**src/rtl/branch_resolve_queue.sv**
```systemverilog
// -----------------------------------------------------------------------------
// branch_resolve_queue
//   In-order queue of in-flight predicted branches between ID and EX. ID pushes
//   the gshare read index, predicted direction and target; EX pops the oldest
//   entry when the branch resolves. The popped entry drives the gshare PHT/GHR
//   update port one cycle later, together with a one-cycle mispredict pulse and
//   the correct redirect PC for IF.
//
// Optional feature macro: BRQ_STATS_EN
//   defined   -> stat_total / stat_miss saturating counters (cleared by reset only)
//   undefined -> stat_total / stat_miss tied to zero
//
// Ports
//   clk, reset            rising-edge clock, asynchronous active-high reset
//   flush                 discard all entries (exception / eret)
//   push, push_*          ID side: new predicted branch (pc, index, take, target)
//   full, empty, count    registered occupancy state
//   resolve, res_*        EX side: oldest branch resolved, actual direction/target
//   upd_wen/windex/take   gshare update port (registered, one-cycle pulse)
//   mispredict            registered one-cycle redirect pulse
//   redirect_pc           correct fetch PC, valid with mispredict
//   stat_total, stat_miss resolved / mispredicted branch counters
// -----------------------------------------------------------------------------
module branch_resolve_queue #(
  parameter int DEPTH = 4,
  parameter int IDX_W = 8,
  parameter int PTR_W = 2
) (
  input  logic             clk,
  input  logic             reset,
  input  logic             flush,
  input  logic             push,
  input  logic [31:0]      push_pc,
  input  logic [IDX_W-1:0] push_index,
  input  logic             push_take,
  input  logic [31:0]      push_target,
  output logic             full,
  output logic             empty,
  output logic [PTR_W:0]   count,
  input  logic             resolve,
  input  logic             res_take,
  input  logic [31:0]      res_target,
  output logic             upd_wen,
  output logic [IDX_W-1:0] upd_windex,
  output logic             upd_take,
  output logic             mispredict,
  output logic [31:0]      redirect_pc,
  output logic [31:0]      stat_total,
  output logic [31:0]      stat_miss
);

  typedef logic [PTR_W:0]   cnt_t;
  typedef logic [PTR_W-1:0] ptr_t;

  typedef struct packed {
    logic [31:0]      pc;
    logic [IDX_W-1:0] idx;
    logic             take;
    logic [31:0]      tgt;
  } ent_t;

  localparam cnt_t DEPTH_C = cnt_t'(DEPTH);

  ent_t             ent_q [DEPTH];
  ent_t             ent_d [DEPTH];
  ptr_t             head_q, head_d, tail_q, tail_d;
  cnt_t             count_q, count_d;
  logic             full_q, full_d, empty_q, empty_d;
  logic             upd_wen_q, upd_wen_d, upd_take_q, upd_take_d;
  logic [IDX_W-1:0] upd_windex_q, upd_windex_d;
  logic             mispredict_q, mispredict_d;
  logic [31:0]      redirect_pc_q, redirect_pc_d;

  ent_t             head_ent_s;
  logic             res_ok_s, miss_s, clear_s, push_ok_s;

  // Resolve qualification, miss detection and push acceptance.
  always_comb begin
    head_ent_s = ent_q[head_q];
    res_ok_s   = resolve && !empty_q;
    miss_s     = res_ok_s && ((res_take != head_ent_s.take) ||
                              (res_take && (res_target != head_ent_s.tgt)));
    // A miss makes every younger entry wrong-path, so it clears like a flush.
    clear_s    = flush || miss_s;
    // A full queue can still accept when the head leaves in the same cycle.
    push_ok_s  = push && (!full_q || res_ok_s) && !clear_s;
  end

  // Next-state for storage, pointers and occupancy.
  always_comb begin
    ent_d  = ent_q;
    head_d = head_q;
    tail_d = tail_q;
    if (push_ok_s) begin
      ent_d[tail_q] = '{pc: push_pc, idx: push_index, take: push_take, tgt: push_target};
      tail_d        = tail_q + ptr_t'(1);
    end else begin
      tail_d = tail_q;
    end
    if (clear_s) begin
      head_d  = tail_q;
      count_d = cnt_t'(0);
    end else begin
      if (res_ok_s) begin
        head_d = head_q + ptr_t'(1);
      end else begin
        head_d = head_q;
      end
      case ({push_ok_s, res_ok_s})
        2'b10:   count_d = count_q + cnt_t'(1);
        2'b01:   count_d = count_q - cnt_t'(1);
        default: count_d = count_q;
      endcase
    end
    full_d  = (count_d == DEPTH_C);
    empty_d = (count_d == cnt_t'(0));
  end

  // Next-state for the registered gshare update port and redirect.
  always_comb begin
    upd_wen_d     = res_ok_s;
    mispredict_d  = miss_s && !flush;
    upd_windex_d  = upd_windex_q;
    upd_take_d    = upd_take_q;
    redirect_pc_d = redirect_pc_q;
    if (res_ok_s) begin
      upd_windex_d  = head_ent_s.idx;
      upd_take_d    = res_take;
      // Not-taken falls through past the delay slot.
      redirect_pc_d = res_take ? res_target : (head_ent_s.pc + 32'd8);
    end else begin
      upd_windex_d  = upd_windex_q;
      upd_take_d    = upd_take_q;
      redirect_pc_d = redirect_pc_q;
    end
  end

  // State registers.
  always_ff @(posedge clk or posedge reset) begin
    if (reset) begin
      for (int i = 0; i < DEPTH; i++) begin
        ent_q[i] <= '0;
      end
      head_q        <= ptr_t'(0);
      tail_q        <= ptr_t'(0);
      count_q       <= cnt_t'(0);
      full_q        <= 1'b0;
      empty_q       <= 1'b1;
      upd_wen_q     <= 1'b0;
      upd_windex_q  <= {IDX_W{1'b0}};
      upd_take_q    <= 1'b0;
      mispredict_q  <= 1'b0;
      redirect_pc_q <= 32'd0;
    end else begin
      ent_q         <= ent_d;
      head_q        <= head_d;
      tail_q        <= tail_d;
      count_q       <= count_d;
      full_q        <= full_d;
      empty_q       <= empty_d;
      upd_wen_q     <= upd_wen_d;
      upd_windex_q  <= upd_windex_d;
      upd_take_q    <= upd_take_d;
      mispredict_q  <= mispredict_d;
      redirect_pc_q <= redirect_pc_d;
    end
  end

  assign full        = full_q;
  assign empty       = empty_q;
  assign count       = count_q;
  assign upd_wen     = upd_wen_q;
  assign upd_windex  = upd_windex_q;
  assign upd_take    = upd_take_q;
  assign mispredict  = mispredict_q;
  assign redirect_pc = redirect_pc_q;

`ifdef BRQ_STATS_EN
  logic [31:0] stat_total_q, stat_total_d, stat_miss_q, stat_miss_d;

  // Saturating statistics; the miss count includes misses masked by flush.
  always_comb begin
    stat_total_d = stat_total_q;
    stat_miss_d  = stat_miss_q;
    if (res_ok_s && (stat_total_q != 32'hFFFF_FFFF)) begin
      stat_total_d = stat_total_q + 32'd1;
    end else begin
      stat_total_d = stat_total_q;
    end
    if (miss_s && (stat_miss_q != 32'hFFFF_FFFF)) begin
      stat_miss_d = stat_miss_q + 32'd1;
    end else begin
      stat_miss_d = stat_miss_q;
    end
  end

  // Statistics registers, cleared by reset only.
  always_ff @(posedge clk or posedge reset) begin
    if (reset) begin
      stat_total_q <= 32'd0;
      stat_miss_q  <= 32'd0;
    end else begin
      stat_total_q <= stat_total_d;
      stat_miss_q  <= stat_miss_d;
    end
  end

  assign stat_total = stat_total_q;
  assign stat_miss  = stat_miss_q;
`else
  assign stat_total = 32'd0;
  assign stat_miss  = 32'd0;
`endif

endmodule

```
**config.mk**
```make
export PLATFORM = sky130hd
export DESIGN_NAME = branch_resolve_queue
export DESIGN_NICKNAME = d
export VERILOG_FILES = /design/src/rtl/branch_resolve_queue.sv
export SDC_FILE = /design/constraint.sdc
export NUM_CORES = 1
export LEC_CHECK = 0
export CAP_MARGIN = 10
export CORE_ASPECT_RATIO = 1.5
export CORE_MARGIN = 3
export CORE_UTILIZATION = 56
export DETAILED_ROUTE_END_ITERATION = 10
export HOLD_SLACK_MARGIN = 0.12
export PLACE_DENSITY = 0.81
export SLEW_MARGIN = 20
export SYNTH_ARGS = -nofsm -noshare
export SYNTH_HDL_FRONTEND = slang
export SYNTH_SLANG_ARGS = --single-unit
```
**constraint.sdc**
```tcl
create_clock -name clk -period 16.1 [get_ports clk]
set_input_delay 3.22 -clock clk [delete_from_list [all_inputs] [get_ports clk]]
set_output_delay 3.22 -clock clk [all_outputs]
set_load 0.03 [all_outputs]
```
==> out/results.ini, run 1 <==
[critical_path]
critical_path_class = primary input to flop
slowest_delay_ps = 700
startpoint_type = primary input
critical_path.slowest_cell = nand4bb_1
crit_path_end_kind = flop
cp.arrival_ps = 7660
required_ps = 16590
path_cells = buf_2 > buf_4 > o311ai_0 > a2111oi_0 > nand4_1 > nand4bb_1 > a21boi_0 > inv_1 > ha_1 > fa_1 > xnor2_1 > nor2_1 > xor2_1 > and3b_1
path_max_fanout = 52

[floorplan]
design.core.area_sq_mm = 0.0291
rows = 76
die_h_microns = 218
die_area_sq_mm = 0.0320
io_pins = 223
die_w_microns = 147
start_util_pct = 57.4

[cells_and_area]
drive_gt1_share_pct = 29.8
ff_latch_area_sq_mm = 0.00862
multi_input_comb_area_sq_mm = 0.00726
nets = 1470
stdcell_area_sq_mm = 0.0193
synthToLayoutAreaGrowth_pct = 15.7
fill_cells = 2082

[yosys]
synth.area.top_cells = dfrtp_1 (51%), mux2_2 (18%), mux4_2 (8.2%)
synth.largest_area_cell = dfrtp_1
synth_enable_flop_cells = 0
synth_top_family_by_area = multiplexers
muxShareOfSynthArea_pct = 30.5
yosysSeqAreaShare_pct = 51.5
ys_ff_latch = 344
synth_simple_gate_area_share_pct = 4.71
syn_area_sq_mm = 0.0167
yosys_most_used_dff = dfrtp_1
synthCells = 1214
synth-compound-area-share_pct = 3.23
synth_fa_ha_area_share_pct = 0.569
synth_cell_types = 50
async_reset_ff_share_pct = 100
synth_warnings = 0
synth-xor-area-share_pct = 2.99
synth_top_area_share_pct = 51.4
syn-mean-instance-area_sq_um = 13.8

[cts]
cts-htree-levels = 1
cts_sinks = 344
ctsResizeCount = 0
root_buffer = clkbuf_16
cts_setup_buffers = 0
tritoncts = done
clk_pin_slew_worst_paths_ps = 60
clock_latency_ps = 580
ctsLongestPathBuffers = 3
cts_hold_buf = 0
numCtsBuffers = 31

[power_and_ir_drop]
leakage_nw = 8.25
p_per_area_mw_per_mm2 = 206
ir_drop_mv = 0.111
finalPower_mw = 3.98

[timing]
maxSlewViolCount = 0
min_period_ps = 7170
setup_ws_ps = 8930
finalClockSkew_ps = 29.5
rsz0062_at_grt = no
relSlewSlack_pct = 28.9
hold_ws_ps = 479
hold_viol_final = 0
period_share_pct = 44.5
worst_slew_pin_slew_ps = 1070
setup_viol = 0
setup-tns-final_ps = 0
max_freq_mhz = 139

[placed_design]
gp_congestion = 0.932
dp_slack_ps = 8470
hpwl_microns = 25600
dpl_cell_area_sq_mm = 0.0181
io_buffers = 158

[grt]
grt_pass1_wl_microns = 60800
overflow = 0
grt_use_total_pct = 24.1
antenna_found_initial = 6
grt_pass1_vias = 10956
grt_max_degree = 104

[drt]
wl_per_cell_microns = 21.7
vias = 10216
drt_wl_total_microns = 38500
drt-initial-drc-count = 686
drcViolationCount = 0
viasPerCell = 5.77
dr.pass1.iters = 8
drt.antenna.violating_nets = 0

[worst_hold_path]
hold_path_class = flop to flop

[run_status]
outcome = finished clean

[flow_run]
drv_cap = 0

kinds of logic (layout without fill, tap and decap cells):
group | after synthesis | after routing
flops | 344 | 344
other cells | 1 | 70
fa+ha+maj | 7 | 7
xor+xnor | 57 | 57
simple gates | 170 | 170
compound gates | 86 | 86
buf+inv | 154 | 253
mux | 395 | 395
registers in the layout, indices dropped and copies added, names as in the netlist:
| signal | count |
|---|---|
| count | 3 |
| empty | 1 |
| ent_q | 292 |
| full | 1 |
| head_q | 2 |
| mispredict | 1 |
| redirect_pc | 32 |
| tail_q | 2 |
| upd_take | 1 |
| upd_wen | 1 |
| upd_windex | 8 |
worst max-delay path: cells and delay by family:
| kind | cells | cell delay, ps |
|---|---|---|
| compound gates | 3 | 1560 |
| xor+xnor | 2 | 340 |
| fa+ha+maj | 2 | 630 |
| buf+inv | 3 | 660 |
| simple gates | 4 | 1210 |
power breakdown:
group          leakage (nW)  internal [mW]  switching, mW
Clock                 0.578          0.513          0.325
Combinational          3.51          0.847          0.724
Sequential             4.16           1.29          0.282
Total                  8.25           2.65           1.33
through the flow:
stage	utilization (%)	std cells
2_1_floorplan	-	1277
3_3_place_gp	62.4	1709
3_5_place_dp	62.4	1709
4_1_cts	66.4	1766
5_1_grt	66.5	1771
6_report	66.5	1772
Yosys cell counts, types with 4 or more instances:
| cell type | count |
|---|---|
| o21ai_0 | 34 |
| a21oi_4 | 4 |
| mux4_2 | 61 |
| buf_2 | 9 |
| xor2_1 | 23 |
| dfrtp_1 | 343 |
| nor3_1 | 16 |
| nand2b_1 | 5 |
| nand3_1 | 5 |
| mux2_1 | 34 |
| mux2i_1 | 30 |
| a21oi_1 | 27 |
| inv_1 | 24 |
| nand4_1 | 10 |
| and3_1 | 11 |
| clkbuf_1 | 18 |
| xnor2_1 | 34 |
| o22ai_1 | 4 |
| ha_1 | 6 |
| nand2_1 | 85 |
| nor2_1 | 22 |
| buf_6 | 30 |
| mux2_2 | 270 |
| buf_4 | 71 |
layer usage:
layer  up-vias  part of all wire, %  GRT usage (%)
met5         -                0.034              0
met4         2                  3.7           9.86
met3        88                  6.0           3.95
met2       367                   50           41.8
met1      5257                   40           30.4
li1       4502                    -              -
area by class of cell:
class	instances	area share (%)
sequential	344	44.6
multi-input combinational	779	37.6
timing repair buffer	172	8.72
clock buffer	41	4.57
tap	390	2.52
clock inverter	16	1.50
inverter	24	0.505
antenna	6	0.0776
cell usage in the layout, fill, tap and decap left out, drive strengths merged, types with 30 or more instances in the layout:
cell	netlist	layout
a21oi	31	31
clkbuf	18	41
clkdlybuf4s50	0	157
conb	1	64
dfrtp	343	343
mux2	304	304
mux2i	30	30
mux4	61	61
nand2	85	85
o21ai	34	34
xnor2	34	34
worst paths after layout:
check | slack [ps] | to | cells after the start | start
hold / removal | 480 | upd_windex[2] | 2 | upd_windex[2]
min in group asynchronous | 3150 | redirect_pc[10] | 2 | reset
hold reg to reg | 480 | upd_windex[2] | 2 | upd_windex[2]
setup / recovery | 8930 | full | 14 | res_take
setup reg to reg | 10290 | full | 14 | head_q[0]
max in group asynchronous | 10490 | full | 4 | reset
Note: power is estimated with default switching activity, not from simulation.
==> run 2, diff against run 1 <==
==> constraint.sdc (replaced) <==
create_clock -name clk -period 6.7 [get_ports clk]
set_input_delay 1.34 -clock clk [delete_from_list [all_inputs] [get_ports clk]]
set_output_delay 1.34 -clock clk [all_outputs]
set_load 0.03 [all_outputs]
==> out/results.ini, run 2 (synthesis gave the netlist of run 1 again) <==
[cells_and_area]
synthToLayoutAreaGrowth_pct = 15.7  ; about the same
fin_cells = 1778  ; +0.34%
layout.cells.most_common = dfrtp_1
regMostFlops = ent_q
stdcell_area_sq_mm = 0.0193  ; about the same
drive_gt1_share_pct = 29.5  ; -0.27 points
final_cell_mix = dfrtp_1 (341), mux2_2 (270), clkdlybuf4s50_1 (157)
nets = 1475  ; +0.34%
largest_reg_flops = 292  ; unchanged
fill_cells = 2080  ; -0.096%

[drt]
wl_per_cell_microns = 22.1  ; +1.6%
route.met2.wl_microns = 19700  ; +1.7%
drt.antenna.violating_nets = 0  ; unchanged
dr.pass1.iters = 5  ; -3
drt_wl_total_microns = 39200  ; +2.0%
vias = 10183  ; -0.32%
wl_met3_microns = 2260  ; -2.3%
drt-initial-drc-count = 690  ; +0.58%
viasPerCell = 5.73  ; -0.66%
drcViolationCount = 0  ; unchanged
wl_met1_microns = 16100  ; +5.2%
maxUsedRoutingLayer = met5

[critical_path]
r2r_slack_ps = 1480  ; -8810 ps
crit_path_end_kind = flop
required_ps = 7100  ; -9490 ps
critical_path.slowest_cell = dfrtp_4
startpoint_type = flop
critical_path_class = flop to flop
crit_path_end = full
crit-reg2reg-launch = head_q[1]
path_cells = mux2_2 > a222oi_1 > nand4_1 > a2111oi_1 > nand4bb_1 > a21boi_0 > inv_1 > ha_1 > fa_1 > xnor2_1 > nor2_1 > xor2_1 > and3b_1
crit_cells = 13  ; -1
startpoint = head_q[1]
reg2reg_to = full
cp.arrival_ps = 5630  ; -2030 ps
path_delay_family = compound AO/OA/AOI/OAI gates
cp_num_buf_inv = 1  ; -2
reg2reg_depth = 13  ; -1
slowest_delay_ps = 1100  ; +400 ps
path_max_fanout = 62  ; +19%

[floorplan]
rows = 76  ; unchanged
die_w_microns = 147  ; unchanged
die_area_sq_mm = 0.0320  ; unchanged
die_h_microns = 218  ; unchanged
start_util_pct = 57.4  ; unchanged
io_pins = 223  ; unchanged
design.core.area_sq_mm = 0.0291  ; unchanged

[worst_hold_path]
holdPathStages = 2  ; unchanged
hold_path.startpoint = redirect_pc[15]
hold_path_class = flop to flop

[cts]
numCtsBuffers = 34  ; +9.7%
clock_latency_ps = 530  ; -50 ps
clk_pin_slew_worst_paths_ps = 60  ; about the same
cts_hold_buf = 0  ; unchanged
ctsResizeCount = 0  ; unchanged
cts_setup_buffers = 0  ; unchanged
cts-htree-levels = 2  ; +1
cts_sinks = 344  ; unchanged
ctsLongestPathBuffers = 3  ; unchanged
tritoncts = done
root_buffer = clkbuf_16

[timing]
setup_viol = 0  ; unchanged
finalClockSkew_ps = 27.6  ; -1.90 ps
period_share_pct = 78.0
setup-tns-final_ps = 0  ; unchanged
worst_slew_pin_slew_ps = 1070  ; +5.93 ps
hold_viol_final = 0  ; unchanged
min_period_ps = 5220
rsz0062_at_grt = no
maxSlewViolCount = 0  ; unchanged
max_freq_mhz = 191
relSlewSlack_pct = 28.5  ; -0.40 points

[run_status]
outcome = finished clean

[grt]
grt_use_total_pct = 24.6  ; +0.49 points
overflow = 0  ; unchanged
grt_max_degree = 139  ; +34%
grt_pass1_wl_microns = 61100  ; +0.42%
antenna_found_initial = 6  ; unchanged
grt_pass1_vias = 10558  ; -3.6%

[flow_run]
drv_cap = 0  ; unchanged

[power_and_ir_drop]
ir_drop_mv = 0.328  ; +200%
leakage_nw = 8.23  ; -0.21%
p_per_area_mw_per_mm2 = 489  ; +140%

[placed_design]
io_buffers = 158  ; unchanged
place_inst = 1711  ; +0.12%
gp_congestion = 0.918  ; -1.5%
dpl_cell_area_sq_mm = 0.0182  ; +0.48%
hpwl_microns = 26300  ; +2.8%

[run 2: layout make-up]
class,instances,area (sq um),area share (%)
flip-flops and latches,344,8620,44.5
clock buffers,52,1000,5.17
repair buffers,174,1770,9.16
clock inverters,9,96.3,0.498
multi-input cells,779,7260,37.5
inverters,24,93.8,0.485
diodes,6,15.0,0.0776
well taps,390,488,2.52
[run 2: power by group]
| group | internal, mW | switching, mW | leakage (nW) |
|---|---|---|---|
| registers | 3.10 | 0.675 | 4.16 |
| logic | 2.05 | 1.76 | 3.53 |
| clock network | 1.08 | 0.794 | 0.539 |
[run 2: per-layer routing]
metal / vias up / track usage, %
li1: 4508 / -
met1: 5285 / 32.6
met2: 319 / 41.4
met3: 69 / 4.07
met4: 2 / 9.05
met5: - / 0
[run 2: worst reg2reg max path, stage by stage, from the launching register on]
cell and delay, ps:
dfrtp_4 1100, mux2_2 500, a222oi_1 400, nand4_1 140
a2111oi_1 410, nand4bb_1 620, a21boi_0 620, inv_1 90
ha_1 240, fa_1 400, xnor2_1 190, nor2_1 70
xor2_1 150, and3b_1 180
[run 2: metrics by stage]
| stage | power (mW) | setup slack [ps] | hold WS, ps | utilization [%] |
|---|---|---|---|---|
| 3_5_place_dp | 7.61 | 1230 | 460 | 62.7 |
| 5_1_grt | 9.98 | 1290 | 498 | 66.5 |
| 3_3_place_gp | 7.46 | 1220 | 453 | 62.7 |
| 2_1_floorplan | 6.54 | 758 | 452 | - |
| 6_report | 9.45 | 1480 | 468 | 66.5 |
| 4_1_cts | 9.52 | 1540 | 473 | 66.4 |
[run 2: worst min path at each step]
stage,to
floorplan,ent_q[11]
global placement,redirect_pc[15]
detailed placement,redirect_pc[15]
CTS,redirect_pc[15]
global route,ent_q[3]
finish,redirect_pc[15]
==> run 3, diff against run 2 <==
--- a/config.mk
+++ b/config.mk
@@ -8,10 +8,10 @@
 export CAP_MARGIN = 10
 export CORE_ASPECT_RATIO = 1.5
 export CORE_MARGIN = 3
-export CORE_UTILIZATION = 56
+export CORE_UTILIZATION = 50
 export DETAILED_ROUTE_END_ITERATION = 10
 export HOLD_SLACK_MARGIN = 0.12
-export PLACE_DENSITY = 0.81
+export PLACE_DENSITY = 0.76
 export SLEW_MARGIN = 20
 export SYNTH_ARGS = -nofsm -noshare
 export SYNTH_HDL_FRONTEND = slang
==> constraint.sdc (replaced) <==
create_clock -name clk -period 4.7 [get_ports clk]
set_input_delay 0.94 -clock clk [delete_from_list [all_inputs] [get_ports clk]]
set_output_delay 0.94 -clock clk [all_outputs]
set_load 0.03 [all_outputs]
==> out/results.ini, run 3 (synthesis gave the netlist of run 1 again) <==
[flow_run]
drv_cap = 0  ; unchanged

[critical_path]
cp_common_cell = xnor2_1
crit-reg2reg-launch = head_q[0]
r2r_slack_ps = 510  ; -970 ps
startpoint_type = flop
reg2reg_to = full
path_cells = buf_4 > mux4_2 > xnor2_1 > nand4_1 > a2111oi_1 > nand4bb_1 > a21boi_0 > inv_1 > ha_1 > fa_1 > xnor2_1 > nor2_1 > xor2_1 > and3b_1
slowest_delay_ps = 660  ; -440 ps
critical_path.slowest_cell = dfrtp_4
required_ps = 5160  ; -1940 ps
path_max_fanout = 16  ; -74%
cp.arrival_ps = 4650  ; -980 ps
reg2reg_depth = 14  ; +1
critical_path_class = flop to flop
crit_path_end_kind = flop
startpoint = head_q[0]

[placed_design]
io_buffers = 158  ; unchanged
hpwl_microns = 28400  ; +7.7%
dp_slack_ps = 270  ; -960 ps
gp_congestion = 0.866  ; -5.6%
dpl_cell_area_sq_mm = 0.0186  ; +1.8%

[cells_and_area]
regMostFlops = ent_q
multi_input_comb_area_sq_mm = 0.00726  ; unchanged
drive_gt1_share_pct = 31.3  ; +1.8 points
stdcell_area_sq_mm = 0.0197  ; +1.8%
largest_reg_flops = 292  ; unchanged
fill_cells = 2570  ; +24%
nets = 1505  ; +2.0%
ff_latch_area_sq_mm = 0.00862  ; unchanged
final_cell_mix = dfrtp_1 (341), mux2_2 (270), clkdlybuf4s50_1 (157)
layout.cells.most_common = dfrtp_1
synthToLayoutAreaGrowth_pct = 17.8

[cts]
clk_pin_slew_worst_paths_ps = 70  ; about the same
root_buffer = clkbuf_16
tritoncts = done
cts_hold_buf = 0  ; unchanged
ctsResizeCount = 0  ; unchanged
cts_setup_buffers = 0  ; unchanged
cts_sinks = 344  ; unchanged
ctsLongestPathBuffers = 3  ; unchanged
clock_latency_ps = 530  ; about the same
numCtsBuffers = 34  ; unchanged
cts-htree-levels = 2  ; unchanged

[floorplan]
rows = 81  ; +6.6%
die_w_microns = 155  ; +5.6%
io_pins = 223  ; unchanged
die_area_sq_mm = 0.0357  ; +12%
design.core.area_sq_mm = 0.0328  ; +13%
die_h_microns = 230  ; +5.7%
start_util_pct = 50.9  ; -6.5 points

[power_and_ir_drop]
finalPower_mw = 13.6  ; +44%
ir_drop_mv = 0.355  ; +8.0%
leakage_nw = 8.42  ; +2.3%
p_per_area_mw_per_mm2 = 691  ; +41%

[timing]
period_share_pct = 89.2  ; +11 points
worst_slew_pin_slew_ps = 846  ; -226 ps
relSlewSlack_pct = 43.4  ; +15 points
setup_ws_ps = 507  ; -969 ps
setup_viol = 0  ; unchanged
hold_viol_final = 0  ; unchanged
maxSlewViolCount = 0  ; unchanged
finalClockSkew_ps = 22.1  ; -5.48 ps
min_period_ps = 4190  ; -1030 ps
setup-tns-final_ps = 0  ; unchanged
rsz0062_at_grt = no
hold_ws_ps = 469  ; +0.335 ps
max_freq_mhz = 238  ; +25%

[worst_hold_path]
min_to = redirect_pc[3]
hold_path.startpoint = redirect_pc[3]
holdPathStages = 2  ; unchanged
hold_path_class = flop to flop

[grt]
grt_max_degree = 67  ; -52%
grt_pass1_wl_microns = 62400  ; +2.2%
grt_use_total_pct = 22.3  ; -2.3 points
overflow = 0  ; unchanged
antenna_found_initial = 5  ; -1
grt_pass1_vias = 10830  ; +2.6%

[drt]
drcViolationCount = 0  ; unchanged
drt.antenna.violating_nets = 0  ; unchanged
drt_wl_total_microns = 40200  ; +2.5%
dr.pass1.iters = 4  ; -1
wl_per_cell_microns = 22.0  ; -0.37%
drt-initial-drc-count = 641  ; -7.1%
vias = 10333  ; +1.5%
viasPerCell = 5.65  ; -1.4%

[run_status]
outcome = finished clean

run 3: area by class of cell:
type,instances,share of cell area [%]
inverter,24,0.477
clock inverter,13,0.693
timing repair buffer,204,10.6
sequential,344,43.8
tap,415,2.64
antenna,4,0.0508
clock buffer,47,4.92
multi-input combinational,779,36.9
run 3: worst max-delay path by stage:
stage / slack (ps) / to
after floorplan: -840 / count[0]
after global placement: 250 / full
after detailed placement: 270 / full
after CTS: 470 / full
after global routing: 140 / full
final: 510 / full
run 3: power by group:
part | total (mW) | switching [mW] | internal, mW
registers | 5.25 | 0.821 | 4.43
clock network | 2.71 | 1.14 | 1.56
logic | 5.66 | 2.66 | 3.00
run 3: metrics by stage:
step / instances / utilization (%)
final: 1830 / 60.0
after global routing: 1830 / 60.0
after CTS: 1825 / 59.9
after detailed placement: 1765 / 56.5
after global placement: 1765 / 56.5
after floorplan: 1277 / -
run 3: critical path: cells and delay by family (launching register included):
family / cells / cell delay (ps)
simple gates: 4 / 780
compound gates: 2 / 680
xor+xnor: 3 / 500
flops: 1 / 660
buf+inv: 2 / 360
fa+ha+maj: 2 / 600
mux: 1 / 530
run 3: per-layer routing:
layer / track usage [%] / wire length [microns] / vias to the layer above / part of all wire, %
li1: - / - / 4572 / -
met1: 29.4 / 16500 / 5380 / 41
met2: 38.5 / 20900 / 324 / 52
met3: 3.07 / 1910 / 55 / 4.8
met4: 6.98 / 868 / 2 / 2.2
met5: 0 / 20 / - / 0.050
